--- src/rtl/vic20_pkg.sv ---
// Shared VIC-20 definitions: default BASIC pointer locations and the
// program-upload state encoding.
package vic20_pkg;

  localparam logic [15:0] PTR_START_DEFAULT = 16'h002B;
  localparam logic [15:0] PTR_END_DEFAULT   = 16'h002D;

  typedef enum logic [3:0] {
    IDLE   = 4'd0,
    RD_SL  = 4'd1,
    RD_SH  = 4'd2,
    RD_EL  = 4'd3,
    RD_EH  = 4'd4,
    CHECK  = 4'd5,
    HDR_L  = 4'd6,
    HDR_H  = 4'd7,
    RD_DAT = 4'd8,
    SEND   = 4'd9,
    FIN    = 4'd10
  } upl_state_t;

endpackage

--- src/rtl/prg_upload.sv ---
// Streams a resident BASIC program out of memory: two header bytes holding
// the load address, followed by every byte from the start to the end pointer.
module prg_upload
  import vic20_pkg::*;
#(
  parameter logic [15:0] PTR_START = PTR_START_DEFAULT,
  parameter logic [15:0] PTR_END   = PTR_END_DEFAULT
) (
  input  logic        clk_sys,
  input  logic        reset,
  input  logic        start,
  output logic [15:0] mem_addr,
  output logic        mem_rd,
  input  logic        mem_ack,
  input  logic [7:0]  mem_dout,
  output logic [7:0]  upl_data,
  output logic        upl_valid,
  input  logic        upl_ready,
  output logic        busy,
  output logic        done,
  output logic        err
);

  upl_state_t  state;
  logic [15:0] start_ptr;
  logic [15:0] end_ptr;
  logic [15:0] cur;
  logic [15:0] cur_next;
  logic        read_done;
  logic        accepted;

  assign cur_next  = cur + 16'd1;
  assign read_done = mem_rd && mem_ack;
  assign accepted  = upl_valid && upl_ready;
  assign busy      = (state != IDLE);

  // Each read state spends one cycle with mem_rd low after its address is set,
  // so mem_rd always drops the cycle after an ack and never overlaps upl_valid.
  always_ff @(posedge clk_sys or posedge reset) begin
    if (reset) begin
      state     <= IDLE;
      mem_addr  <= 16'h0000;
      mem_rd    <= 1'b0;
      upl_data  <= 8'h00;
      upl_valid <= 1'b0;
      done      <= 1'b0;
      err       <= 1'b0;
      start_ptr <= 16'h0000;
      end_ptr   <= 16'h0000;
      cur       <= 16'h0000;
    end else begin
      done <= 1'b0;
      err  <= 1'b0;
      case (state)
        IDLE: begin
          if (start) begin
            mem_addr <= PTR_START;
            state    <= RD_SL;
          end
        end
        RD_SL, RD_SH, RD_EL, RD_EH, RD_DAT: begin
          if (read_done) begin
            mem_rd <= 1'b0;
            case (state)
              RD_SL: begin
                start_ptr[7:0] <= mem_dout;
                mem_addr       <= PTR_START + 16'd1;
                state          <= RD_SH;
              end
              RD_SH: begin
                start_ptr[15:8] <= mem_dout;
                mem_addr        <= PTR_END;
                state           <= RD_EL;
              end
              RD_EL: begin
                end_ptr[7:0] <= mem_dout;
                mem_addr     <= PTR_END + 16'd1;
                state        <= RD_EH;
              end
              RD_EH: begin
                end_ptr[15:8] <= mem_dout;
                state         <= CHECK;
              end
              default: begin
                upl_data  <= mem_dout;
                upl_valid <= 1'b1;
                state     <= SEND;
              end
            endcase
          end else begin
            mem_rd <= 1'b1;
          end
        end
        CHECK: begin
          if (end_ptr < start_ptr) begin
            err   <= 1'b1;
            state <= IDLE;
          end else begin
            upl_data  <= start_ptr[7:0];
            upl_valid <= 1'b1;
            state     <= HDR_L;
          end
        end
        HDR_L: begin
          if (accepted) begin
            upl_data <= start_ptr[15:8];
            state    <= HDR_H;
          end
        end
        HDR_H: begin
          if (accepted) begin
            upl_valid <= 1'b0;
            cur       <= start_ptr;
            if (start_ptr == end_ptr) begin
              state <= FIN;
            end else begin
              mem_addr <= start_ptr;
              state    <= RD_DAT;
            end
          end
        end
        SEND: begin
          if (accepted) begin
            upl_valid <= 1'b0;
            cur       <= cur_next;
            if (cur_next == end_ptr) begin
              state <= FIN;
            end else begin
              mem_addr <= cur_next;
              state    <= RD_DAT;
            end
          end
        end
        FIN: begin
          done  <= 1'b1;
          state <= IDLE;
        end
        default: state <= IDLE;
      endcase
    end
  end

endmodule

--- config.mk ---
export PLATFORM = sky130hd
export DESIGN_NAME = prg_upload
export DESIGN_NICKNAME = d
export VERILOG_FILES = /design/src/rtl/vic20_pkg.sv /design/src/rtl/prg_upload.sv
export SDC_FILE = /design/constraint.sdc
export NUM_CORES = 1
export LEC_CHECK = 0
export CORE_UTILIZATION = 45
export CTS_CLUSTER_DIAMETER = 100
export CTS_CLUSTER_SIZE = 8
export DETAILED_ROUTE_END_ITERATION = 16
export SYNTH_ARGS = -nofsm -noshare
export SYNTH_HDL_FRONTEND = slang
export SYNTH_SLANG_ARGS = --single-unit
--- constraint.sdc ---
create_clock -name clk_sys -period 6 [get_ports clk_sys]
set_clock_uncertainty 0.1 [all_clocks]
set_input_delay 1.2 -clock clk_sys [delete_from_list [all_inputs] [get_ports clk_sys]]
set_output_delay 1.2 -clock clk_sys [all_outputs]
set_load 0.05 [all_outputs]
==> qor.yml, run 1 <==
status: "complete, no violations"
slew_violations: 0
seq_area_frac_synth: 0.378
port_buffers: 41
num_rows: 39
r2r_end: "mem_addr[0]$_DFFE_PP0P_"
critPathKind: "register to register"
cap_violations: 0
place_hpwl_mm: 10.9
postSynthAreaPerCell_um2: 9.69
clk_pin_slew_ps: 60
initial_core_util: 0.462
cts-root-buf: "clkbuf_16"
cts.sinks: 80
worstPathArrival_ps: 4070
start_kind: "register"
syn-num-nets: 577
cts_max_level: 3
grt_start_max_net_pins: 47
viasPerCell: 6.28
clk_path_buf_depth: 2
die_area_um2: 12200
synth.distinct_cells: 75
endpoint: "mem_addr[0]$_DFFE_PP0P_"
p_per_area_nw_per_um2: 635
cp_max_fo: 16
first_global_vias: 4175
synth_edf_count: 0
grt-ovfl-total: 0
drt_iter0_markers: 370
fmax_mhz: 254
rsz0062_at_grt: "no"
yosysTopAreaCellShare: 0.378
antenna_found_initial: 0
cts_setup_buffers: 0
fin_crit_sh: 0.656
multi_input_area_um2: 3050
power.leakage_uw: 0.00249
antenna_cells: 0
hold_buffers: 0
nets: 602
cp-end-kind: "register"
globalplace.congestion: 0.911
final_common_cell: "dfrtp_1"
finalSetupViolations: 0
rr_worst_depth: 8
max-slew-margin-rel: 0.198
cts_buffers: 9
cts_resized: 0
tightestPinTransition_ps: 1190
drc_errors: 0
total_power_uw: 3860
worst_slack_ps: 2070
synth_warnings: 0
layout-drive-gt1-share: 0.159
fill_cells: 1045
drt.antenna.violating_nets: 0
routed_wl_mm: 14.8
critPathRequiredTime_ps: 6130
hold_viol_final: 0
setup.worst_path.start: "cur[0]$_DFFE_PP0P_"
synth_area_leaders: "dfrtp_1, mux2_2, ha_1"
async_reset_ff_frac: 1.00
whs_ps: 409
core_area_um2: 11500
setup_tns_ps: 0
fp.dieH_um: 111
synth_area_um2: 5300
vias: 4522
min_period_ps: 3930
first_pass_iters: 5
syn_inst: 547
die_x_um: 111
regToRegStartpoint: "cur[0]$_DFFE_PP0P_"
grt_pass1_wl_mm: 23.8
ir_worst_vdd_uv: 345
wl_per_cell_um: 20.5
io_pins: 42
post-place-ws_ps: 1820
regArea_um2: 2000
synth_top_cell_by_area: "dfrtp_1"
final_cell_mix: "dfrtp_1, mux2_2, clkdlybuf4s50_1"
min_path_type: "register to register"
synth-main-ff-cell: "dfrtp_1"
tritoncts: "yes"
worst-r2r-setup-slack_ps: 2070
ys_ff_latch: 80
track_usage: 0.253
clkLatencyLatePin_ps: 350
syn_to_final_growth_pct: 14.6
[worst max-delay path: stages, from the launching register on]
cell and delay (ps):
dfrtp_1 500, ha_1 340, nand3_1 380, or4_4 660, mux2i_1 230, or4_4 180
nor4_4 40, a211oi_4 940, mux2_2 420
[routing by layer]
layer / up-vias / global-route usage / wire length, um
li1: 2087 / - / -
met1: 2251 / 0.387 / 7350
met2: 164 / 0.365 / 6360
met3: 20 / 0.0340 / 784
met4: 0 / 0.0853 / 253
met5: - / 0 / 0
[sequential cells by signal, indices dropped and copies added (netlist names)]
register / flops
cur: 16
start_ptr: 16
end_ptr: 16
err: 1
upl_data: 8
mem_addr: 16
state: 4
mem_rd: 1
upl_valid: 1
done: 1
[how the worst min path moves through the flow]
stage / startpoint / end / slack, ps / cells after the start
floorplan: start_ptr[11]$_DFFE_PP0P_ / start_ptr[11]$_DFFE_PP0P_ / 380 / 1
global placement: start_ptr[11]$_DFFE_PP0P_ / start_ptr[11]$_DFFE_PP0P_ / 390 / 1
detailed placement: upl_data[1]$_DFFE_PP0P_ / upl_data[1]$_DFFE_PP0P_ / 400 / 1
CTS: upl_data[4]$_DFFE_PP0P_ / upl_data[4]$_DFFE_PP0P_ / 410 / 1
global route: mem_addr[3]$_DFFE_PP0P_ / mem_addr[3]$_DFFE_PP0P_ / 420 / 1
finish: upl_data[4]$_DFFE_PP0P_ / upl_data[4]$_DFFE_PP0P_ / 410 / 1
[layout make-up]
type / count / share of cell area
Sequential cell: 80 / 0.330
Tap cell: 143 / 0.0295
Clock buffer: 12 / 0.0422
Inverter: 27 / 0.0169
Multi-Input combinational cell: 410 / 0.502
Clock inverter: 4 / 0.00865
Timing Repair Buffer: 44 / 0.0713
[stage by stage]
stage	instances	util	cell area (um^2)
CTS	720	0.530	6070
floorplan	547	-	5300
global placement	704	0.503	5760
global route	720	0.530	6070
finish	720	0.530	6070
detailed placement	704	0.503	5760
[cells by family after synthesis]
family / after synthesis / synth area share
AND/OR/NAND/NOR: 168 / 0.182
AO/OA/AOI/OAI: 145 / 0.180
XOR/XNOR: 23 / 0.0460
buffers and inverters: 57 / 0.0474
flip-flops: 80 / 0.378
adder cells (fa/ha/maj): 18 / 0.0420
multiplexers: 56 / 0.125
[where the power goes]
part / switching (uW) / total [uW] / internal [uW]
clock network: 229 / 574 / 345
registers: 408 / 1200 / 791
logic: 1180 / 2080 / 900
[cell usage after synthesis (3+ instances only)]
cell	instances
nor4_1	5
ha_1	17
mux2_2	45
nand4_1	7
a31oi_1	9
nor3_1	23
inv_1	25
nor2b_1	5
buf_4	3
a21o_1	5
buf_1	3
o31ai_1	3
clkbuf_1	16
buf_2	5
o21ai_0	32
mux2_4	9
nand3_1	15
or4_1	5
a22oi_1	4
nand2b_1	4
o211ai_1	6
o22ai_1	18
nand2_1	34
a221o_1	9
dfrtp_1	80
nor4_4	4
xnor2_1	13
nor2_1	40
or2_2	3
a21oi_1	36
and3_1	4
xor2_1	7
Power figures use the tool's default switching activity.
==> run 2, diff against run 1 <==
- clock period: 6 -> 3.9 ns (I/O delays scaled with it)
==> qor.yml, run 2 (same netlist as run 1, synthesis figures left out) <==
status: "complete, no violations"
regToRegStartpoint: "cur[0]$_DFFE_PP0P_"
cts_resized: 0  # unchanged
clockPowerShare: 0.143  # -0.006
clkLatencyLatePin_ps: 350  # about the same
min_period_ps: 3440  # -491 ps
clk_path_buf_depth: 2  # unchanged
worst-r2r-setup-slack_ps: 460  # -1610 ps
drc_errors: 0  # unchanged
met3_length_um: 859  # +9.6%
max-slew-margin-rel: 0.485  # +0.287
die_x_um: 111  # unchanged
place_hpwl_mm: 11.9  # +9.4%
cts.sinks: 80  # unchanged
hold_viol_final: 0  # unchanged
nets: 613  # +1.8%
path_common_cell: "or4_4"
cp_top_family: "simple AND/OR/NAND/NOR gates"
grt-ovfl-total: 0  # unchanged
finalSetupViolations: 0  # unchanged
r2r_end: "mem_addr[8]$_DFFE_PP0P_"
antenna_found_initial: 0  # unchanged
clk_pin_slew_ps: 60  # about the same
min_path_type: "register to register"
track_usage: 0.270  # +0.0169
cp-end-kind: "register"
hold_buffers: 0  # unchanged
layout-drive-gt1-share: 0.175  # +0.0157
p_seq_frac: 0.301  # -0.010
viasPerCell: 6.19  # -1.5%
antenna_cells: 0  # unchanged
port_buffers: 41  # unchanged
cts_max_level: 3  # unchanged
pwr-share-comb: 0.556  # +0.016
switchingPower_uw: 2860  # +57%
num_rows: 39  # unchanged
grt_pass1_wl_mm: 25.4  # +6.8%
critPathKind: "register to register"
power.leakage_uw: 0.00256  # +2.5%
setup_tns_ps: 0  # unchanged
cp_num_buf_inv: 1  # +1
top_layer: "met4"
critPathRequiredTime_ps: 4030  # -2100 ps
fin_crit_sh: 0.883  # +0.227
p_int_uw: 3170  # +56%
final_common_cell: "dfrtp_1"
cts-root-buf: "clkbuf_16"
first_pass_iters: 5  # unchanged
die_area_um2: 12200  # unchanged
tightestPinTransition_ps: 773  # -422 ps
syn_to_final_growth_pct: 16.2
start_kind: "register"
slew_violations: 0  # unchanged
initial_core_util: 0.462  # unchanged
hold_start: "upl_data[0]$_DFFE_PP0P_"
cp_max_fo: 12  # -4
fp.dieH_um: 111  # unchanged
critPathMaxStageDelay_ps: 580  # -360 ps
vias: 4524  # +0.044%
wl_met1_mm: 7.43  # +1.1%
cts_buffers: 9  # unchanged
post-route-util: 0.537  # +0.00742
fmax_mhz: 290  # +14%
p_per_area_nw_per_um2: 978  # +54%
tritoncts: "yes"
globalplace.congestion: 0.911  # about the same
ir_worst_vdd_uv: 546  # +59%
final_cell_mix: "dfrtp_1, mux2_2, clkdlybuf4s50_1"
crit_chain: "ha_1 -> nand3_1 -> or4_4 -> mux2i_1 -> or4_4 -> nor4_4 -> a211oi_4 -> buf_4 -> mux2_4"
first_global_vias: 4508  # +8.0%
rr_worst_depth: 9  # +1
rsz0062_at_grt: "no"
drt.antenna.violating_nets: 0  # unchanged
worst_path_max_delay_cell: "or4_4"
worstPathArrival_ps: 3580  # -490 ps
whs_endpoint: "upl_data[0]$_DFFE_PP0P_"
route.met2.wl_mm: 6.96  # +9.4%
routed_wl_mm: 15.7  # +6.2%
power.share.switching: 0.474  # +0.00213
grt_start_max_net_pins: 43  # -8.5%
cap_violations: 0  # unchanged
core_area_um2: 11500  # unchanged
io_pins: 42  # unchanged
wl_per_cell_um: 21.4  # +4.6%
hold_depth: 1  # unchanged
cts_setup_buffers: 0  # unchanged
drt_iter0_markers: 378  # +2.2%
## run 2: cell types whose count changed in the layout (fill, tap and decap cells not counted)
cell        previous run  this run
clkinv_4               0         1
clkinv_2               1         3
clkinvlp_4             3         1
clkbuf_8               2         1
buf_4                  3        13
buf_12                 0         1
## run 2: worst register-to-register path: stages (launching register included)
cell      delay, ps
dfrtp_1         490
ha_1            340
nand3_1         190
or4_4           580
mux2i_1         160
or4_4           550
nor4_4          200
a211oi_4        150
buf_4           250
mux2_4          320
## run 2: how the worst max path moves through the flow
stage / startpoint / end / depth (start not counted)
2_1_floorplan: cur[0]$_DFFE_PP0P_ / mem_addr[11]$_DFFE_PP0P_ / 10
3_3_place_gp: upl_ready / mem_addr[2]$_DFFE_PP0P_ / 9
3_5_place_dp: upl_ready / mem_addr[2]$_DFFE_PP0P_ / 9
4_1_cts: cur[0]$_DFFE_PP0P_ / mem_addr[5]$_DFFE_PP0P_ / 9
5_1_grt: cur[0]$_DFFE_PP0P_ / mem_addr[0]$_DFFE_PP0P_ / 10
6_report: cur[0]$_DFFE_PP0P_ / mem_addr[8]$_DFFE_PP0P_ / 9
## run 2: through the flow
stage | cell area (um^2) | power, uW | cells | hold slack, ps | worst slack [ps]
floorplan | 5300 | 4140 | 547 | 379 | 824
global placement | 5860 | 5090 | 715 | 391 | 474
detailed placement | 5860 | 5120 | 715 | 398 | 390
CTS | 6160 | 6010 | 731 | 415 | 451
global route | 6160 | 6400 | 731 | 425 | 303
finish | 6160 | 6030 | 731 | 409 | 456
## run 2: power groups by stage
stage / logic, uW / registers [uW] / clock network, uW
final: 3350 / 1820 / 862
after global routing: 3610 / 1880 / 912
after CTS: 3330 / 1800 / 881
after detailed placement: 3310 / 1810 / 0
after global placement: 3280 / 1810 / 0
after floorplan: 2200 / 1930 / 0
## run 2: routing by layer
| layer | vias up | GRT usage |
|---|---|---|
| met5 | - | 0 |
| met4 | 0 | 0.112 |
| met3 | 33 | 0.0461 |
| met2 | 158 | 0.403 |
| met1 | 2223 | 0.386 |
| li1 | 2110 | - |
## run 2: area by class of cell
class | count | area [um^2]
Fill cell | 1005 | 5310
Multi-Input combinational cell | 410 | 3050
Sequential cell | 80 | 2000
Timing Repair Buffer | 55 | 528
Clock buffer | 11 | 243
Tap cell | 143 | 179
Inverter | 27 | 103
Clock inverter | 5 | 56.3
==> run 3, diff against run 2 <==
- CORE_UTILIZATION: 45 -> 59
- PLACE_DENSITY: unset -> 0.81
==> qor.yml, run 3 (same netlist as run 1, synthesis figures left out) <==
final_cell_mix: "dfrtp_1, mux2_2, clkdlybuf4s50_1"
worst_slack_ps: 388  # -68.0 ps
drt_iter0_markers: 419  # +11%
cp_max_fo: 16  # +4
wl_per_cell_um: 22.4  # +4.4%
clk_pin_slew_ps: 100  # +40 ps
min_period_ps: 3510  # +68.0 ps
critPathKind: "register to register"
finalSetupViolations: 0  # unchanged
fill_cells: 676  # -33%
min_path_type: "register to register"
vias: 4695  # +3.8%
tritoncts: "yes"
antenna_cells: 0  # unchanged
core_area_um2: 8720  # -24%
first_pass_iters: 5  # unchanged
die_x_um: 96.8  # -12%
placed_cell_area_um2: 5830  # -0.58%
rsz0062_at_grt: "no"
pwr-share-comb: 0.582  # +0.026
hold_viol_final: 0  # unchanged
grt_pass1_wl_mm: 25.0  # -1.5%
cts_max_level: 3  # unchanged
clkLatencyLatePin_ps: 370  # +20 ps
grt_start_max_net_pins: 30  # -30%
final_cell_area_um2: 6050  # -1.7%
viasPerCell: 6.71  # +8.4%
num_rows: 34  # -13%
start_kind: "register"
layout-drive-gt1-share: 0.182  # +0.00726
total_power_uw: 5930  # -1.6%
cts.sinks: 80  # unchanged
worstPathArrival_ps: 3670  # +90 ps
post-place-ws_ps: 108  # -282 ps
final_common_cell: "dfrtp_1"
io_pins: 42  # unchanged
clockPowerShare: 0.113  # -0.030
cp-end-kind: "register"
p_seq_frac: 0.305  # +0.004
globalplace.congestion: 1.00  # +10%
hold_buffers: 0  # unchanged
slew_violations: 0  # unchanged
clk_path_buf_depth: 2  # unchanged
power.leakage_uw: 0.00253  # -0.99%
switchingPower_uw: 2920  # +2.3%
power.share.switching: 0.493  # +0.0189
cts_buffers: 9  # unchanged
drc_errors: 0  # unchanged
port_buffers: 41  # unchanged
max-slew-margin-rel: 0.508  # +0.0235
p_int_uw: 3000  # -5.2%
antenna_found_initial: 0  # unchanged
fin_crit_sh: 0.901  # +0.0174
routed_wl_mm: 15.7  # about the same
ir_worst_vdd_uv: 767  # +40%
cap_violations: 0  # unchanged
die_area_um2: 9370  # -23%
fp.dieH_um: 96.8  # -12%
tightestPinTransition_ps: 735  # -38.0 ps
syn_to_final_growth_pct: 14.2
cts_resized: 0  # unchanged
fmax_mhz: 285  # -1.9%
cts-root-buf: "clkbuf_8"
p_per_area_nw_per_um2: 979  # about the same
track_usage: 0.344  # +0.0737
post-route-util: 0.694  # +0.157
setup_tns_ps: 0  # unchanged
first_global_vias: 4479  # -0.64%
status: "complete, no violations"
drt.antenna.violating_nets: 0  # unchanged
nets: 617  # +0.65%
initial_core_util: 0.608  # +0.146
grt-ovfl-total: 0  # unchanged
critPathRequiredTime_ps: 4060  # +30 ps
place_hpwl_mm: 11.8  # -1.4%
[run 3: cell types whose count changed in the layout (fill, tap and decap cells not counted), sizes merged]
cell    before  now
clkinv       5    2
buf         14   18
inv         25   30
clkbuf      11    9
[run 3: metrics by stage]
step / std cells / hold WS, ps
after floorplan: 547 / 379
after global placement: 683 / 388
after detailed placement: 683 / 395
after CTS: 699 / 416
after global routing: 700 / 431
final: 700 / 413
[run 3: area by class of cell]
cell class | count | area (um^2) | share of cell area
sequential | 80 | 2000 | 0.331
clock inverter | 7 | 83.8 | 0.0138
tap | 108 | 135 | 0.0223
clock buffer | 9 | 124 | 0.0205
timing repair buffer | 59 | 558 | 0.0922
inverter | 27 | 103 | 0.0169
multi-input combinational | 410 | 3050 | 0.504
[run 3: power groups by stage]
| stage | Sequential [uW] | Combinational (uW) | Clock (uW) |
|---|---|---|---|
| 6_report | 1810 | 3450 | 671 |
| 5_1_grt | 1850 | 3680 | 711 |
| 4_1_cts | 1780 | 3370 | 676 |
| 3_5_place_dp | 1790 | 3350 | 0 |
| 3_3_place_gp | 1770 | 3280 | 0 |
| 2_1_floorplan | 1930 | 2200 | 0 |
[run 3: repair_timing]
action,in CTS,in global routing
setup buffers,0,1
endpoints found under the setup margin,0,15
endpoints found under the hold margin,0,0
[run 3: worst max-delay path, cell delays in order (launching register included)]
cell      delay (ps)
dfrtp_1          510
ha_1             360
nand3_1          300
or4_4            630
mux2i_1          160
or4_4            550
nor4_4           190
a211oi_4         110
buf_12           190
mux2_4           300
[run 3: per-layer routing]
metal  GRT usage  vias up  wire length (um)
met5           0        -                 0
met4       0.121        0               477
met3      0.0621       41              1330
met2       0.508      261              6980
met1       0.507     2281              6880
li1            -     2112                 -
[run 3: final timing paths]
kind / slack (ps) / endpoint / startpoint / cells past startpoint
max: 390 / mem_addr[9]$_DFFE_PP0P_ / cur[0]$_DFFE_PP0P_ / 9
min: 410 / start_ptr[9]$_DFFE_PP0P_ / start_ptr[9]$_DFFE_PP0P_ / 1
max reg2reg: 390 / mem_addr[9]$_DFFE_PP0P_ / cur[0]$_DFFE_PP0P_ / 9
min reg2reg: 410 / start_ptr[9]$_DFFE_PP0P_ / start_ptr[9]$_DFFE_PP0P_ / 1
max in group asynchronous: 2300 / end_ptr[11]$_DFFE_PP0P_ / reset / 3
min in group asynchronous: 650 / cur[0]$_DFFE_PP0P_ / reset / 2
